`config.mk`:
```
export PLATFORM = sky130hd
export DESIGN_NAME = cpu_param
export DESIGN_NICKNAME = d
export VERILOG_FILES = /design/src/rtl/cpu_param.sv
export SDC_FILE = /design/constraint.sdc
export NUM_CORES = 1
export LEC_CHECK = 0
export ABC_AREA = 1
export BUFFER_PORTS_ARGS = -buffer_cell sky130_fd_sc_hd__clkbuf_2
export CAP_MARGIN = 20
export CORE_ASPECT_RATIO = 1.2
export CORE_MARGIN = 2
export CORE_UTILIZATION = 45
export CTS_CLUSTER_DIAMETER = 80
export CTS_CLUSTER_SIZE = 10
export DETAILED_ROUTE_END_ITERATION = 8
export HOLD_SLACK_MARGIN = 0.03
export PLACE_DENSITY = 0.61
export SLEW_MARGIN = 20
export SYNTH_ARGS = -nofsm -noshare
export SYNTH_HDL_FRONTEND = slang
export SYNTH_SLANG_ARGS = --single-unit
```
`constraint.sdc`:
```
create_clock -name clk -period 5.6 [get_ports clk]
set_input_delay 0.84 -clock clk [delete_from_list [all_inputs] [get_ports clk]]
set_output_delay 0.84 -clock clk [all_outputs]
set_load 0.005 [all_outputs]
```
`src/rtl/cpu_param.sv`:
```
// rtl/cpu_param.sv - parametrised multi-cycle core with loadable imem, FETCH/EXEC/MEM FSM
module cpu_param #(
    parameter int DW = 8,
    parameter int AW = 4,
    parameter int RN = 2,
    parameter int IW = 3 + 3 * RN + DW
) (
    input  logic          clk,
    input  logic          rst_n,
    input  logic          start,
    input  logic          imem_we,
    input  logic [AW-1:0] imem_waddr,
    input  logic [IW-1:0] imem_wdata,
    input  logic [RN-1:0] dbg_rsel,
    output logic [DW-1:0] dbg_rdata,
    output logic [AW-1:0] pc,
    output logic          busy,
    output logic          halted,
    output logic          retire,
    output logic [15:0]   retire_cnt
);

    typedef enum logic [2:0] {
        S_IDLE,
        S_FETCH,
        S_EXEC,
        S_MEM,
        S_HALTED
    } state_t;

    localparam logic [2:0] OP_LDI   = 3'd0;
    localparam logic [2:0] OP_MOVPC = 3'd1;
    localparam logic [2:0] OP_ADD   = 3'd2;
    localparam logic [2:0] OP_BZ    = 3'd3;
    localparam logic [2:0] OP_LD    = 3'd4;
    localparam logic [2:0] OP_ST    = 3'd5;
    localparam logic [2:0] OP_SUB   = 3'd6;

    state_t          state_q, state_d;
    logic [AW-1:0]   pc_q, pc_d;
    logic [DW-1:0]   regs_q [2**RN];
    logic [DW-1:0]   regs_d [2**RN];
    logic            retire_q, retire_d;
    logic [15:0]     retire_cnt_q, retire_cnt_d;

    logic [IW-1:0]   imem [2**AW];
    logic [DW-1:0]   dmem [2**AW];
    logic [IW-1:0]   ir_q;
    logic [DW-1:0]   ld_data_q;

    logic [2:0]      op;
    logic [RN-1:0]   rd, ra, rb;
    logic [DW-1:0]   imm, ra_val, rb_val;
    logic [AW-1:0]   pc_inc;
    logic            imem_wr_en, dmem_wr_en;

    assign op     = ir_q[2:0];
    assign rd     = ir_q[3 +: RN];
    assign ra     = ir_q[3 + RN +: RN];
    assign rb     = ir_q[3 + 2 * RN +: RN];
    assign imm    = ir_q[IW-1 : 3 + 3 * RN];
    assign ra_val = regs_q[ra];
    assign rb_val = regs_q[rb];
    assign pc_inc = pc_q + AW'(1);

    always_comb begin
        state_d      = state_q;
        pc_d         = pc_q;
        regs_d       = regs_q;
        retire_d     = 1'b0;
        retire_cnt_d = retire_cnt_q;
        imem_wr_en   = 1'b0;
        dmem_wr_en   = 1'b0;
        case (state_q)
            S_IDLE, S_HALTED: begin
                imem_wr_en = imem_we;
                if (start) begin
                    state_d      = S_FETCH;
                    pc_d         = '0;
                    retire_cnt_d = '0;
                end
            end
            S_FETCH: state_d = S_EXEC;
            S_EXEC: begin
                state_d  = S_FETCH;
                retire_d = 1'b1;
                pc_d     = pc_inc;
                case (op)
                    OP_LDI:   regs_d[rd] = imm;
                    OP_MOVPC: regs_d[rd] = DW'(pc_q);
                    OP_ADD:   regs_d[rd] = ra_val + rb_val;
                    OP_BZ:    if (ra_val == '0) pc_d = rb_val[AW-1:0];
                    OP_LD: begin
                        state_d  = S_MEM;
                        retire_d = 1'b0;
                        pc_d     = pc_q;
                    end
                    OP_ST:    dmem_wr_en = 1'b1;
                    OP_SUB:   regs_d[rd] = ra_val - rb_val;
                    default: begin
                        state_d = S_HALTED;
                        pc_d    = pc_q;
                    end
                endcase
            end
            S_MEM: begin
                regs_d[rd] = ld_data_q;
                pc_d       = pc_inc;
                retire_d   = 1'b1;
                state_d    = S_FETCH;
            end
            default: state_d = S_IDLE;
        endcase
        if (retire_d) retire_cnt_d = retire_cnt_q + 16'd1;
    end

    always_ff @(posedge clk) begin
        if (rst_n) begin
            state_q      <= S_IDLE;
            pc_q         <= '0;
            regs_q       <= '{default: '0};
            retire_q     <= 1'b0;
            retire_cnt_q <= '0;
        end else begin
            state_q      <= state_d;
            pc_q         <= pc_d;
            regs_q       <= regs_d;
            retire_q     <= retire_d;
            retire_cnt_q <= retire_cnt_d;
        end
    end

    // Memories are not reset; reset only suppresses their writes.
    always_ff @(posedge clk) begin
        if (imem_wr_en && !rst_n) imem[imem_waddr] <= imem_wdata;
        if (dmem_wr_en && !rst_n) dmem[ra_val[AW-1:0]] <= rb_val;
        if (state_q == S_FETCH) ir_q <= imem[pc_q];
        if (state_q == S_EXEC) ld_data_q <= dmem[rb_val[AW-1:0]];
    end

    assign dbg_rdata  = regs_q[dbg_rsel];
    assign pc         = pc_q;
    assign busy       = (state_q == S_FETCH) || (state_q == S_EXEC) || (state_q == S_MEM);
    assign halted     = (state_q == S_HALTED);
    assign retire     = retire_q;
    assign retire_cnt = retire_cnt_q;

endmodule

```
# Yosys cells after proc, flatten, opt, wreduce, memory -nomap -nowiden
# Memory sizes are Yosys's and may differ from the RTL's. A register that Yosys moved wholly into a read port is not among the register bits.
# Index checks and enable logic that the tools add are counted.
# totals
mem_count	2
elab_cells	92
latch_bits	0
regBits	56
mem_bits_rw	400
output_inout_bits	31
inputBits	27
rom_bits	0
# op_classes
shifts	0
add_sub_neg	4
order_cmp	5
n_eq_ne	13
n_reduce_logical	19
bitwise	4
n_div	0
n_mux	37
mul	0
# memory_table
name	words	word_bits	rd	rd_ports_with_merged_regs	wr	line	rtl
imem	16	17	1	1	1	46	logic [IW-1:0] imem [2**AW];
dmem	16	8	1	1	1	47	logic [DW-1:0] dmem [2**AW];
# ops
cell	count
$bwmux 32	5
$pmux 32 s4	1
$pmux 32 s2	1
$mux 8	7
$bmux 8 s2	3
$mux 16	3
$add 16x1->16 const B	1
$demux 8 s2	1
$eq 3x2->1 const B	4
$eq 3x3->1 const B	4
$ge 3x3->1 const B	4
$not 2->3	4
$pmux 3 s4	1
$pmux 4 s3	1
$add 8x8->8	1
$logic_not 8->1	1
$mux 1	8
$mux 4	2
$pmux 4 s2	1
$sub 8x8->8	1
$eq 3x1->1 const B	2
$logic_not 3->1	2
$pmux 3 s2	1
$reduce_bool 2->1	3
16 further kinds	20

# Longest topological paths before layout
# Gate-level depths: netlist of the first run.
# depth
word_depth	8
ltp_mapped	21
depth_no_buf	18

# Least setup slack after synthesis of the first run
# No wires, ideal clock.
# synth_timing
path_kind	register to register
start	register ir_q[7], read port of imem
end	register regs_q[15] (netlist bit)
required_time_ns	5.530
setup_ns	0.070
slack_ns	2.617
n_path_buf	3
path_stages_with_launch	18
synth_period_minus_slack_ns	2.983
arrival_ns	2.914
path_cell_list	edfxtp_1 > buf_6 > buf_2 > nor2_1 > inv_1 > a32oi_1 > inv_1 > ha_1 > clkbuf_1 > nor2_1 > a21oi_1 > nor2b_1 > nand2_1 > nand3_1 > nand2_1 > nand2_1 > nand2_1 > a21oi_1
# synth_between
elab_chain_cells	8
word_cells_on_any_way	10
cone_classes	add/sub: 2; mux: 7; bitwise: 1
# synth_lines
element	line	rtl
start: declaration	48	logic [IW-1:0] ir_q;
$not 2->3 (implied by the code) *	63	assign rb_val = regs_q[rb];
$bmux 8 s2 *	63	
$mux 8 (implied by the code) * (2 in series)	63	
net rb_val[5]	53	logic [DW-1:0] imm, ra_val, rb_val;
$sub 8x8->8 / $add 8x8->8 (equally long branches)	99, 91	
$bwmux 32 (on tied branches)	99, 91	
$pmux 32 s4 *	88	case (op)
$pmux 32 s2 *	74	case (state_q)
end signal: assignment	127	regs_q <= regs_d;
end: declaration	41	logic [DW-1:0] regs_q [2**RN];
# Mark *: on every way through the listed nets, which the timed path passes. The rest lies on a longest branch. The select of a mux whose other input is x is not followed.
# A chain may end at the register's enable or synchronous reset.

# Final worst setup path of the first run
# layout_timing
start	register ir_q[7], read port of imem
end	register regs_q[3] (netlist bit)
# layout_between
elab_chain_cells	8
word_cells_on_any_way	10
cone_classes	add/sub: 2; mux: 7; bitwise: 1
# layout_lines
element	line
$not 2->3 (implied by the code) *	63
$bmux 8 s2 *	63
$mux 8 (implied by the code) * (2 in series)	63
$sub 8x8->8 / $add 8x8->8 (equally long branches)	99, 91
$bwmux 32 (on tied branches)	99, 91
$pmux 32 s4 *	88
$pmux 32 s2 *	74
# Mark *: on every way between the ends. The rest lies on a longest branch, timed or not. The select of a mux whose other input is x is not followed.

==> results of run 1 <==
## power breakdown
part | switching (uW) | total (uW) | internal, uW | leakage (uW)
Combinational | 1170 | 1630 | 459 | 0.00316
Sequential | 140 | 4170 | 4030 | 0.00429
Clock | 1390 | 3160 | 1770 | 0.000726
## synth_stat cells (all sizes together)
cell	instances	area (um^2)
a211oi	5	37.5
nand2	296	1150
o21bai	1	7.51
a32oi	4	53.8
or2	32	200
xnor2	2	17.5
a22oi	4	30.0
edfxtp	425	12800
nor2	305	1200
o221ai	50	438
clkinv	5	18.8
a221oi	1	8.76
mux2i	48	480
fa	2	40.0
buf	55	358
nand4	5	31.3
nand3	130	673
nor2b	1	6.26
o32ai	19	166
a32o	1	10.0
a21boi	1	7.51
nor3	9	45.0
xor2	4	35.0
o21ai	209	1060
ha	17	213
clkbuf	51	191
nor4	3	25.0
a21oi	94	519
o22ai	24	150
o211ai	73	553
a311oi	1	8.76
a31oi	5	31.3
nor3b	1	7.51
inv	105	399
dfxtp	56	1120
o31ai	1	7.51
## metal layers
layer,part of all wire,track usage,up-vias
li1,-,-,7456
met1,0.39,0.310,7777
met2,0.50,0.414,646
met3,0.065,0.0336,146
met4,0.046,0.112,0
met5,0,0,-
## cell families after synthesis
group | Yosys count | share of synthesized area
xor+xnor | 6 | 0.00238
mux | 48 | 0.0218
flops | 481 | 0.629
simple gates | 782 | 0.152
compound gates | 493 | 0.140
fa+ha+maj | 19 | 0.0115
buf+inv | 216 | 0.0438
## per-stage QoR
step	hold slack, ns	power [uW]	instances	instance area [um^2]
after CTS	0.483	8970	2722	24300
final	0.484	8960	2723	24300
after detailed placement	0.472	5840	2642	22800
after global routing	0.509	9310	2723	24300
after floorplan	0.464	5300	2045	22100
after global placement	0.465	5830	2642	22800
## state kept, by name (all words and copies together) (netlist names), 3 cells and up
| signal | count |
|---|---|
| imem | 272 |
| dmem | 128 |
| regs_q | 32 |
| ir_q | 17 |
| retire_cnt | 16 |
| ld_data_q | 8 |
| pc | 4 |
| state_q | 3 |
## area by class of cell
type | instances | area share
clock buffers | 76 | 0.0590
clock inverters | 4 | 0.00350
inverters | 110 | 0.0172
multi-input cells | 1348 | 0.299
flip-flops and latches | 481 | 0.572
well taps | 630 | 0.0324
repair buffers | 74 | 0.0175
## layout by cell type (no fill, tap or decap), drive strengths merged, types with 3 or more instances in the layout
cell	netlist	final
edfxtp	425	425
nor2	305	305
nand2	296	296
o21ai	209	209
clkbuf	51	133
nand3	130	130
inv	105	106
a21oi	94	94
o211ai	73	73
dfxtp	56	56
o221ai	50	50
mux2i	48	48
or2	32	32
o22ai	24	24
o32ai	19	19
ha	17	17
buf	55	17
nor3	9	9
clkinv	5	8
a31oi	5	5
a211oi	5	5
nand4	5	5
xor2	4	4
a22oi	4	4
a32oi	4	4
nor4	3	3
## worst min-delay path, delay by kind of cell (launching register included)
family	cells	cell delay, ns
flip-flops	1	0.32
AO/OA/AOI/OAI	1	0.05
buffers and inverters	1	0.06
## how the worst max path moves through the flow
| stage | startpoint | to | depth (start not counted) |
|---|---|---|---|
| 4_1_cts | ir_q[7]$_DFFE_PN_ | regs_q[13]$_SDFFE_PP0P_ | 17 |
| 3_3_place_gp | ir_q[7]$_DFFE_PN_ | regs_q[27]$_SDFFE_PP0P_ | 16 |
| 2_1_floorplan | ir_q[7]$_DFFE_PN_ | regs_q[15]$_SDFFE_PP0P_ | 17 |
| 6_report | ir_q[7]$_DFFE_PN_ | regs_q[3]$_SDFFE_PP0P_ | 16 |
| 3_5_place_dp | ir_q[7]$_DFFE_PN_ | regs_q[13]$_SDFFE_PP0P_ | 17 |
| 5_1_grt | ir_q[7]$_DFFE_PN_ | regs_q[23]$_SDFFE_PP0P_ | 17 |
==> reports/results.env, run 1 <==
ROUTED_WIRE_LENGTH_PER_INSTANCE_UM=22.6
VIAS_IN_THE_FIRST_GLOBAL_ROUTE=15000
DETAIL_ROUTE.VIAS_PER_CELL=5.89
CRITICAL_PATH.CELL_CHAIN='inv_2, nand2_1, nand3_1, nand2_1, inv_2, buf_4, ha_1, nor2_1, nand2_1, nand2_1, xor2_1, nand2_1, nand2_1, nand3_1, nand2_1, a21oi_1'
INITIAL_STANDARD_CELL_UTILIZATION_OF_THE_CORE=0.458
SETUP-TNS-FINAL_NS=0
CORE-AREA_MM2=0.0482
YS_SEQ_ELEMENTS=481
CTS_RESIZED=0
CLOCK_SINK_COUNT=481
HOLD_PATH_END='retire_cnt[14]$_SDFFE_PP0P_'
LAYOUT.CORE_UTILIZATION=0.504
POST_CTS.REPAIR.SETUP_BUFFERS=0
REG2REG_FROM='ir_q[7]$_DFFE_PN_'
SYNTH.NET_COUNT=2091
CRITPATHCAPTURETYPE='flip-flop'
YOSYSSEQAREASHARE=0.629
TRITONCTS='built'
CRITICAL_PATH_BUF_INV_COUNT=3
YS_WARN_COUNT=0
CP.ARRIVAL_NS=4.29
FINAL-HOLD-VIOLATION-COUNT=0
WORSTHOLDPATHCELLS=2
GRT_REMAINING_OVERFLOW=0
FINAL-MAX-SLEW-VIOLATION-COUNT=0
DETAILEDROUTE.FIRSTITERATIONVIOLATIONS=1714
GLOBAL_ROUTE_WIRE_LENGTH_BEFORE_REPAIR_MM=92.7
GLOBAL_ROUTE.USAGE.TOTAL=0.244
ANTENNA_VIOLATING_NETS_POST_ROUTE=0
ANTENNA_CELLS_INSERTED=0
REGISTER_AREA_MM2=0.0139
MAX_CLOCK_FREQ_MHz=266
INSERTION_DELAY_NS=0.64
TOTALWIRELENGTH_MM=61.5
CTS_MADE_BUFFERS=54
DP_HPWL_MM=39.2
WORST_R2R_PATH_DEPTH=16
TIMING.FINAL.SETUP_VIOLATIONS=0
GP_CONGESTION=1.01
HP-START='retire_cnt[14]$_SDFFE_PP0P_'
HOLD_FIX_BUFFER_COUNT_AFTER_CTS=0
DRCVIOLATIONCOUNT=0
PORT_BUFFERS=57
LEAKAGE_uW=0.00818
PEAK_PER_STAGE_DELAY_ON_THE_CRITICAL_PATH_NS=0.83
WORST_SETUP_HOLD_PATH_CLK_SLEW_NS=0.07
FINALCLOCKSKEW_NS=0.0644
RR_ENDPOINT='regs_q[3]$_SDFFE_PP0P_'
DR_TOTAL_VIAS=16000
HTREE_NUM_LEVELS=2
DIEWIDTH_UM=206
CPMAXSTAGEDELAYCELL='sky130_fd_sc_hd__edfxtp_1'
FINAL.PERIOD_UTILIZATION=0.672
VDD_DROP_MAX_mV=0.319
STATUS='completed'
CRITICAL_PATH.MOST_COMMON_CELL='sky130_fd_sc_hd__nand2_1'
CP_TOP_FAMILY='simple AND/OR/NAND/NOR gates'
DRIVE_GT1_FRAC=0.103
FINISH.NET_COUNT=2115
CTSROOTBUFFERMASTER='sky130_fd_sc_hd__clkbuf_16'
REQUIRED_NS=6.12
DIE_AREA_MM2=0.0508
START_KIND='flip-flop'
CRIT_PATH_MAX_FO=66
FILLER_CELL_COUNT=4310
TIMING.MAX_SLEW.REL_SLACK=0.253
ANTENNA_FOUND_INITIAL=0
GRT_START_MAX_NET_PINS=108
ROW_COUNT=88
SYNTHDISTINCTLIBCELLS=57
MULTI_INPUT_AREA_MM2=0.00726
DRTPASS1ITERATIONS=6
AREA.GROWTH.SYNTH_TO_FINAL_PCT=10.1
RSZ0062_AT_GRT='false'
BOUNDARYPINS=58
DRV_CAP=0
PNR_WORST_SETUP_SLACK_NS=1.84
REG2REG_SETUP_SLACK_NS=1.84
HOLD_CLASS='flip-flop to flip-flop'
P_PER_AREA_mW_PER_MM2=368
POST_SYNTH_INSTANCE_AREA_MM2=0.0221
DIE_BOUNDARY_HEIGHT_UM=247
DP_SLACK_NS=1.88
WORSTMARGINPINSLEW_NS=1.12
CTSLONGESTPATHBUFFERS=3
CELLS_AFTER_SYNTH=2045
FINAL.MIN_CLOCK_PERIOD_NS=3.76
MEAN_POST_SYNTH_CELL_AREA_UM2=10.8
WORST-SETUP-PATH-TYPE='flip-flop to flip-flop'
Note: power is estimated with default switching activity, not from simulation.
==> run 2: changes to the inputs <==
==> constraint.sdc (replaced) <==
create_clock -name clk -period 3.9 [get_ports clk]
set_input_delay 0.585 -clock clk [delete_from_list [all_inputs] [get_ports clk]]
set_output_delay 0.585 -clock clk [all_outputs]
set_load 0.005 [all_outputs]
==> run 2 against run 1 <==
  * Clock skew is 0.039 ns lower
  * Total power is 44% higher
  * First-iteration DRC count is 11% lower
  * Critical path depth is 5 lower
  * Sequential power is 43% higher
  * Combinational power is 48% higher
  * Clock power is 42% higher
  * Setup slack worse by 1.3 ns
  * Final area is 1.4% higher
  * Maximum frequency is 12% higher
  * Hold slack worse by 0.15 ns
  * Register-to-register slack worse by 1.3 ns
  * Critical path type unchanged
==> reports/results.env, run 2 (same netlist as run 1, synthesis figures left out) <==
POST_CTS.REPAIR.SETUP_BUFFERS=0
TOTALWIRELENGTH_MM=62.8
LAYOUT.CELLS.MOST_COMMON_LIST='sky130_fd_sc_hd__edfxtp_1 (425), sky130_fd_sc_hd__nand2_1 (286), sky130_fd_sc_hd__nor2_1 (277), sky130_fd_sc_hd__o21ai_0 (205), sky130_fd_sc_hd__nand3_1 (127)'
DRCVIOLATIONCOUNT=0
CTSLONGESTPATHBUFFERS=3
CRITICAL_PATH.CELL_CHAIN='inv_4, nand2_1, nand3_1, nand2_1, ha_1, inv_1, fa_1, xnor2_1, a21boi_0, o31ai_1, a21oi_1'
START_KIND='flip-flop'
MOSTFREQUENTLAYOUTCELL='sky130_fd_sc_hd__edfxtp_1'
REGISTER_AREA_MM2=0.0139
ANTENNA_FOUND_INITIAL=0
DIE_AREA_MM2=0.0508
GRT_START_MAX_NET_PINS=145
INSERTION_DELAY_NS=0.59
WORST-SETUP-PATH-TYPE='flip-flop to flip-flop'
FINAL.PERIOD_UTILIZATION=0.862
GLOBAL_ROUTE.USAGE.TOTAL=0.249
CORE-AREA_MM2=0.0482
GRT_REMAINING_OVERFLOW=0
LARGEST_REG_FLOPS=272
FINAL.MIN_CLOCK_PERIOD_NS=3.36
ROW_COUNT=88
DIE_BOUNDARY_HEIGHT_UM=247
HOLD_FIX_BUFFER_COUNT_AFTER_CTS=0
AREA.GROWTH.SYNTH_TO_FINAL_PCT=11.7
CRITPATHCAPTURETYPE='flip-flop'
LEAKAGE_uW=0.00842
DETAILEDROUTE.FIRSTITERATIONVIOLATIONS=1517
PLACE_AREA_MM2=0.0231
SETUP-TNS-FINAL_NS=0
DETAIL_ROUTE.VIAS_PER_CELL=5.81
DRV_CAP=0
CPMAXSTAGEDELAYCELL='sky130_fd_sc_hd__edfxtp_1'
DIEWIDTH_UM=206
ANTENNA_VIOLATING_NETS_POST_ROUTE=0
FIN_HOLD_WS_NS=0.329
FILLER_CELL_COUNT=4256
DRTPASS1ITERATIONS=9
TIMING.FINAL.SETUP_VIOLATIONS=0
PEAK_PER_STAGE_DELAY_ON_THE_CRITICAL_PATH_NS=0.77
FINALCLOCKSKEW_NS=0.0251
FINAL_INSTANCE_AREA_MM2=0.0247
CRITICAL_PATH_BUF_INV_COUNT=2
TRITONCTS='built'
CP.ARRIVAL_NS=3.84
CTS_RESIZED=0
P_PER_AREA_mW_PER_MM2=522
CRITICAL_PATH.MOST_COMMON_CELL='sky130_fd_sc_hd__nand2_1'
DP_CELLS=2686
TIMING.MAX_SLEW.REL_SLACK=0.367
LARGEST-REGISTER='imem'
CRIT_PATH_MAX_FO=18
CP_TOP_FAMILY='flip-flops'
MAX_CLOCK_FREQ_MHz=297
DR_TOTAL_VIAS=16100
GLOBAL_ROUTE_WIRE_LENGTH_BEFORE_REPAIR_MM=94.5
REQUIRED_NS=4.38
BOUNDARYPINS=58
WORSTMARGINPINSLEW_NS=0.950
ROUTED_WIRE_LENGTH_PER_INSTANCE_UM=22.7
FINALNONFILLERCELLS=2773
PORT_BUFFERS=57
DRIVE_GT1_FRAC=0.120
DP_HPWL_MM=40.5
FINAL-HOLD-VIOLATION-COUNT=0
RSZ0062_AT_GRT='false'
FINISH.NET_COUNT=2158
VIAS_IN_THE_FIRST_GLOBAL_ROUTE=15500
VDD_DROP_MAX_mV=0.378
CLOCK_SINK_COUNT=481
INITIAL_STANDARD_CELL_UTILIZATION_OF_THE_CORE=0.458
CTS_MADE_BUFFERS=54
HTREE_NUM_LEVELS=2
GP_CONGESTION=0.950
ANTENNA_CELLS_INSERTED=0
FINAL-MAX-SLEW-VIOLATION-COUNT=0
CTSROOTBUFFERMASTER='sky130_fd_sc_hd__clkbuf_16'
MULTI_INPUT_AREA_MM2=0.00726
HOLD_CLASS='input port to flip-flop'
WORST_SETUP_HOLD_PATH_CLK_SLEW_NS=0.06
STATUS='completed'
-- run 2: changes by cell type in the layout (fill, tap and decap cells not counted), sizes merged --
cell / before / now
buf: 17 / 60
clkbuf: 133 / 141
clkinv: 8 / 7
-- run 2: worst paths after layout --
path / startpoint / to / slack, ns / cells after the start
setup / recovery: ir_q[5]$_DFFE_PN_ / regs_q[26]$_SDFFE_PP0P_ / 0.54 / 11
hold / removal: start / state_q[0]$_SDFFE_PP0P_ / 0.33 / 3
setup reg to reg: ir_q[5]$_DFFE_PN_ / regs_q[26]$_SDFFE_PP0P_ / 0.54 / 11
hold reg to reg: retire_cnt[15]$_SDFFE_PP0P_ / retire_cnt[15]$_SDFFE_PP0P_ / 0.49 / 2
-- run 2: where the power goes --
part           switching [uW]  internal [uW]  total (uW)
Sequential                162           5780        5950
Combinational            1740            688        2420
Clock                    1930           2570        4500
-- run 2: stage by stage --
| stage | setup WS, ns | utilization | power, uW |
|---|---|---|---|
| 2_1_floorplan | 0.917 | - | 7610 |
| 6_report | 0.537 | 0.511 | 12900 |
| 3_3_place_gp | 0.563 | 0.480 | 8430 |
| 4_1_cts | 0.595 | 0.511 | 12900 |
| 3_5_place_dp | 0.616 | 0.480 | 8450 |
| 5_1_grt | 0.370 | 0.511 | 13400 |
-- run 2: final cells by class --
type                       count  area share
clock buffer                  84      0.0598
clock inverter                 3     0.00183
inverter                     110      0.0170
multi-input combinational   1348       0.295
sequential                   481       0.564
tap                          630      0.0320
timing repair buffer         117      0.0314
-- run 2: layer usage --
layer | vias to the layer above | routed length, um | share of wire | GRT usage
li1 | 7554 | - | - | -
met1 | 7868 | 26200 | 0.42 | 0.327
met2 | 561 | 30500 | 0.49 | 0.413
met3 | 128 | 3960 | 0.063 | 0.0418
met4 | 0 | 2100 | 0.033 | 0.0935
met5 | - | 0 | 0 | 0
-- run 2: worst reg2reg max path: cells and delay by family, from the launching register on --
kind	cells	cell delay, ns
buf+inv	2	0.25
simple gates	3	0.46
compound gates	3	0.55
fa+ha+maj	2	0.62
flops	1	0.77
xor+xnor	1	0.60
==> run 3: changes to the inputs <==
--- a/config.mk
+++ b/config.mk
@@ -5,7 +5,6 @@
 export SDC_FILE = /design/constraint.sdc
 export NUM_CORES = 1
 export LEC_CHECK = 0
-export ABC_AREA = 1
 export BUFFER_PORTS_ARGS = -buffer_cell sky130_fd_sc_hd__clkbuf_2
 export CAP_MARGIN = 20
 export CORE_ASPECT_RATIO = 1.2
==> run 3 against run 2 <==
  * Synthesized cell count decreased by 41%
  * Hold slack better by 0.034 ns
  * Critical endpoint is now regs_q[29]$_SDFFE_PP0P_
  * Critical path depth fell by 2
  * Sequential power decreased by 4.2%
  * Combinational power decreased by 78%
  * First-iteration DRC count is 38% lower
==> reports/results.env, run 3 <==
REG2REG_FROM='ir_q[8]$_DFFE_PN_'
MAX_CLOCK_FREQ_MHz=283
WORST-SETUP-PATH-TYPE='flip-flop to flip-flop'
TIMING.MAX_SLEW.REL_SLACK=0.354
LARGEST-REGISTER='imem'
VDD_DROP_MAX_mV=0.374
PORT_BUFFERS=57
CTS_MADE_BUFFERS=54
HP-START='start'
P_PER_AREA_mW_PER_MM2=459
DP_HPWL_MM=31.1
PLACE_AREA_MM2=0.0218
TOP_AREA_CELLS_IN_THE_SYNTHESIZED_NETLIST='sky130_fd_sc_hd__edfxtp_1 (62%), sky130_fd_sc_hd__mux4_2 (16%), sky130_fd_sc_hd__dfxtp_1 (5.5%), sky130_fd_sc_hd__nor2_1 (1.8%), sky130_fd_sc_hd__a21oi_1 (1.6%)'
FINAL-HOLD-VIOLATION-COUNT=0
VIAS_IN_THE_FIRST_GLOBAL_ROUTE=12000
YS_SEQ_ELEMENTS=481
CTS_RESIZED=0
FILLER_CELL_COUNT=3719
TOTALWIRELENGTH_MM=48.7
DIE_AREA_MM2=0.0472
YOSYSSEQAREASHARE=0.678
ANTENNA_CELLS_INSERTED=0
SETUP-TNS-FINAL_NS=0
WORST_R2R_PATH_DEPTH=9
START_KIND='flip-flop'
YOSYSMOSTFREQUENTCELL='sky130_fd_sc_hd__edfxtp_1'
BOUNDARYPINS=58
GRT.MET3_USAGE=0.0335
MET2_USAGE=0.369
FINAL.MIN_CLOCK_PERIOD_NS=3.53
FINALNONFILLERCELLS=1950
GRT_REMAINING_OVERFLOW=0
SYNTH.NET_COUNT=1260
HOLD_FIX_BUFFER_COUNT_AFTER_CTS=0
CELLINTERNALPOWER_uW=8370
CP.ARRIVAL_NS=3.99
DR_TOTAL_VIAS=11600
ROW_COUNT=85
HTREE_NUM_LEVELS=2
YS_WARN_COUNT=0
SYNTHDISTINCTLIBCELLS=67
FINAL.PERIOD_UTILIZATION=0.904
TRITONCTS='built'
SYNTH_TOP_FLOP_CELL='sky130_fd_sc_hd__edfxtp_1'
HOLD_PATH_END='state_q[2]$_SDFFE_PP0P_'
DRIVE_GT1_FRAC=0.258
MET1_USAGE=0.280
ANTENNA_VIOLATING_NETS_POST_ROUTE=0
TIMING.FINAL.SETUP_VIOLATIONS=0
GP_CONGESTION=0.906
SEQUENTIALPOWERSHARE=0.534
REGISTER_AREA_MM2=0.0139
WORSTHOLDPATHCELLS=4
RSZ0062_AT_GRT='false'
LEAKAGE_uW=0.00750
TOP_USAGE_LAYER='met2'
WORSTMARGINPINSLEW_NS=0.962
DIEWIDTH_UM=199
PNR_WORST_SETUP_SLACK_NS=0.373
CRIT_PATH_MAX_FO=9
CELLS_AFTER_SYNTH=1214
DETAIL_ROUTE.VIAS_PER_CELL=5.96
NETLIST.AREA_LEADER.SHARE=0.623
DP_CELLS=1868
MOSTFREQUENTLAYOUTCELL='sky130_fd_sc_hd__edfxtp_1'
LARGEST_REG_FLOPS=272
ROUTED_WIRE_LENGTH_PER_INSTANCE_UM=25.0
DP_SLACK_NS=0.388
CLOCK_POWER_SHARE=0.417
AREA.GROWTH.SYNTH_TO_FINAL_PCT=13.7
MEAN_POST_SYNTH_CELL_AREA_UM2=16.9
SYNTH_TOP_CELL_BY_AREA='sky130_fd_sc_hd__edfxtp_1'
REG2REG_SETUP_SLACK_NS=0.37
CRITPATHCAPTURETYPE='flip-flop'
DIE_BOUNDARY_HEIGHT_UM=238
GLOBAL_ROUTE_WIRE_LENGTH_BEFORE_REPAIR_MM=74.6
CTSROOTBUFFERMASTER='sky130_fd_sc_hd__clkbuf_16'
SWITCHING_POWER_uW=2300
RR_ENDPOINT='regs_q[29]$_SDFFE_PP0P_'
LAYOUT.CELLS.MOST_COMMON_LIST='sky130_fd_sc_hd__edfxtp_1 (425), sky130_fd_sc_hd__mux4_2 (141), sky130_fd_sc_hd__nor2_1 (84), sky130_fd_sc_hd__a21oi_1 (66)'
DETAILEDROUTE.FIRSTITERATIONVIOLATIONS=935
ANTENNA_FOUND_INITIAL=0
FINISH.NET_COUNT=1361
FINALCLOCKSKEW_NS=0.0268
HOLD_CLASS='input port to flip-flop'
SWSHARE=0.216
MULTI_INPUT_AREA_MM2=0.00628
GRT_START_MAX_NET_PINS=51
SYNTH_EDF_COUNT=425
INSERTION_DELAY_NS=0.61
POWER.SHARE.COMBINATIONAL=0.049
FINAL-MAX-SLEW-VIOLATION-COUNT=0
WORST_SETUP_HOLD_PATH_CLK_SLEW_NS=0.06
DRCVIOLATIONCOUNT=0
POST_CTS.REPAIR.SETUP_BUFFERS=0
POST_SYNTH_INSTANCE_AREA_MM2=0.0205
FIN_HOLD_WS_NS=0.363
GLOBAL_ROUTE.USAGE.TOTAL=0.214
REQUIRED_NS=4.36
CORE-AREA_MM2=0.0449
DRTPASS1ITERATIONS=7
INITIAL_STANDARD_CELL_UTILIZATION_OF_THE_CORE=0.456
STATUS='completed'
CTSLONGESTPATHBUFFERS=3
FINAL_INSTANCE_AREA_MM2=0.0233
CLOCK_SINK_COUNT=481
DRV_CAP=0
SYNTH_COMMON_CELLS='sky130_fd_sc_hd__edfxtp_1 (425), sky130_fd_sc_hd__mux4_2 (141), sky130_fd_sc_hd__nor2_1 (97), sky130_fd_sc_hd__a21oi_1 (66), sky130_fd_sc_hd__nand2_1 (57)'
YS_ASYNC_SR_FRACTION=0
run 3: critical path, cell delays in order (launching register included):
cell and delay, ns:
sky130_fd_sc_hd__edfxtp_1 0.62, sky130_fd_sc_hd__mux4_2 0.48, sky130_fd_sc_hd__clkinv_1 0.35, sky130_fd_sc_hd__ha_1 0.58, sky130_fd_sc_hd__o21ai_0 0.13, sky130_fd_sc_hd__a21oi_1 0.24
sky130_fd_sc_hd__o21ai_0 0.12, sky130_fd_sc_hd__a31oi_1 0.51, sky130_fd_sc_hd__mux2i_1 0.25, sky130_fd_sc_hd__a31oi_1 0.09
run 3: how the worst max path moves through the flow:
stage                 startpoint                       to  slack, ns  cells past startpoint
2_1_floorplan  ir_q[8]$_DFFE_PN_  regs_q[13]$_SDFFE_PP0P_       0.43                     12
3_3_place_gp   ir_q[8]$_DFFE_PN_   regs_q[5]$_SDFFE_PP0P_       0.51                      9
3_5_place_dp   ir_q[8]$_DFFE_PN_   regs_q[6]$_SDFFE_PP0P_       0.39                      9
4_1_cts        ir_q[8]$_DFFE_PN_   regs_q[6]$_SDFFE_PP0P_       0.39                      9
5_1_grt        ir_q[8]$_DFFE_PN_  regs_q[21]$_SDFFE_PP0P_       0.14                      9
6_report       ir_q[8]$_DFFE_PN_  regs_q[29]$_SDFFE_PP0P_       0.37                      9
run 3: cell families (layout without fill, tap and decap cells):
logic type | after synthesis | in the layout | share of synthesized area
AND/OR/NAND/NOR | 259 | 259 | 0.0594
XOR/XNOR | 12 | 12 | 0.00513
AO/OA/AOI/OAI | 186 | 186 | 0.0584
buffers and inverters | 88 | 215 | 0.0175
adder cells (fa/ha/maj) | 19 | 19 | 0.0123
multiplexers | 169 | 169 | 0.169
flip-flops | 481 | 481 | 0.678
run 3: per-layer routing:
metal | wire length (um) | vias up | share of wire
li1 | - | 5088 | -
met1 | 20000 | 6104 | 0.41
met2 | 25300 | 353 | 0.52
met3 | 2440 | 77 | 0.050
met4 | 971 | 0 | 0.020
met5 | 0 | - | 0
run 3: final cells by class:
| class | instances | share of cell area |
|---|---|---|
| clock buffers | 77 | 0.0618 |
| repair buffers | 112 | 0.0321 |
| clock inverters | 5 | 0.00323 |
| inverters | 21 | 0.00339 |
| flip-flops and latches | 481 | 0.597 |
| well taps | 609 | 0.0327 |
| multi-input cells | 645 | 0.270 |
run 3: stage by stage:
| stage | power, uW | util |
|---|---|---|
| 3_5_place_dp | 6330 | 0.485 |
| 5_1_grt | 11000 | 0.519 |
| 4_1_cts | 10800 | 0.519 |
| 6_report | 10700 | 0.519 |
| 2_1_floorplan | 6110 | - |
| 3_3_place_gp | 6320 | 0.485 |
run 3: power groups by stage:
stage	clock network [uW]	registers, uW	logic (uW)
floorplan	0	5760	356
global placement	0	5800	514
detailed placement	0	5800	524
CTS	4550	5700	525
global route	4770	5700	568
finish	4450	5700	524
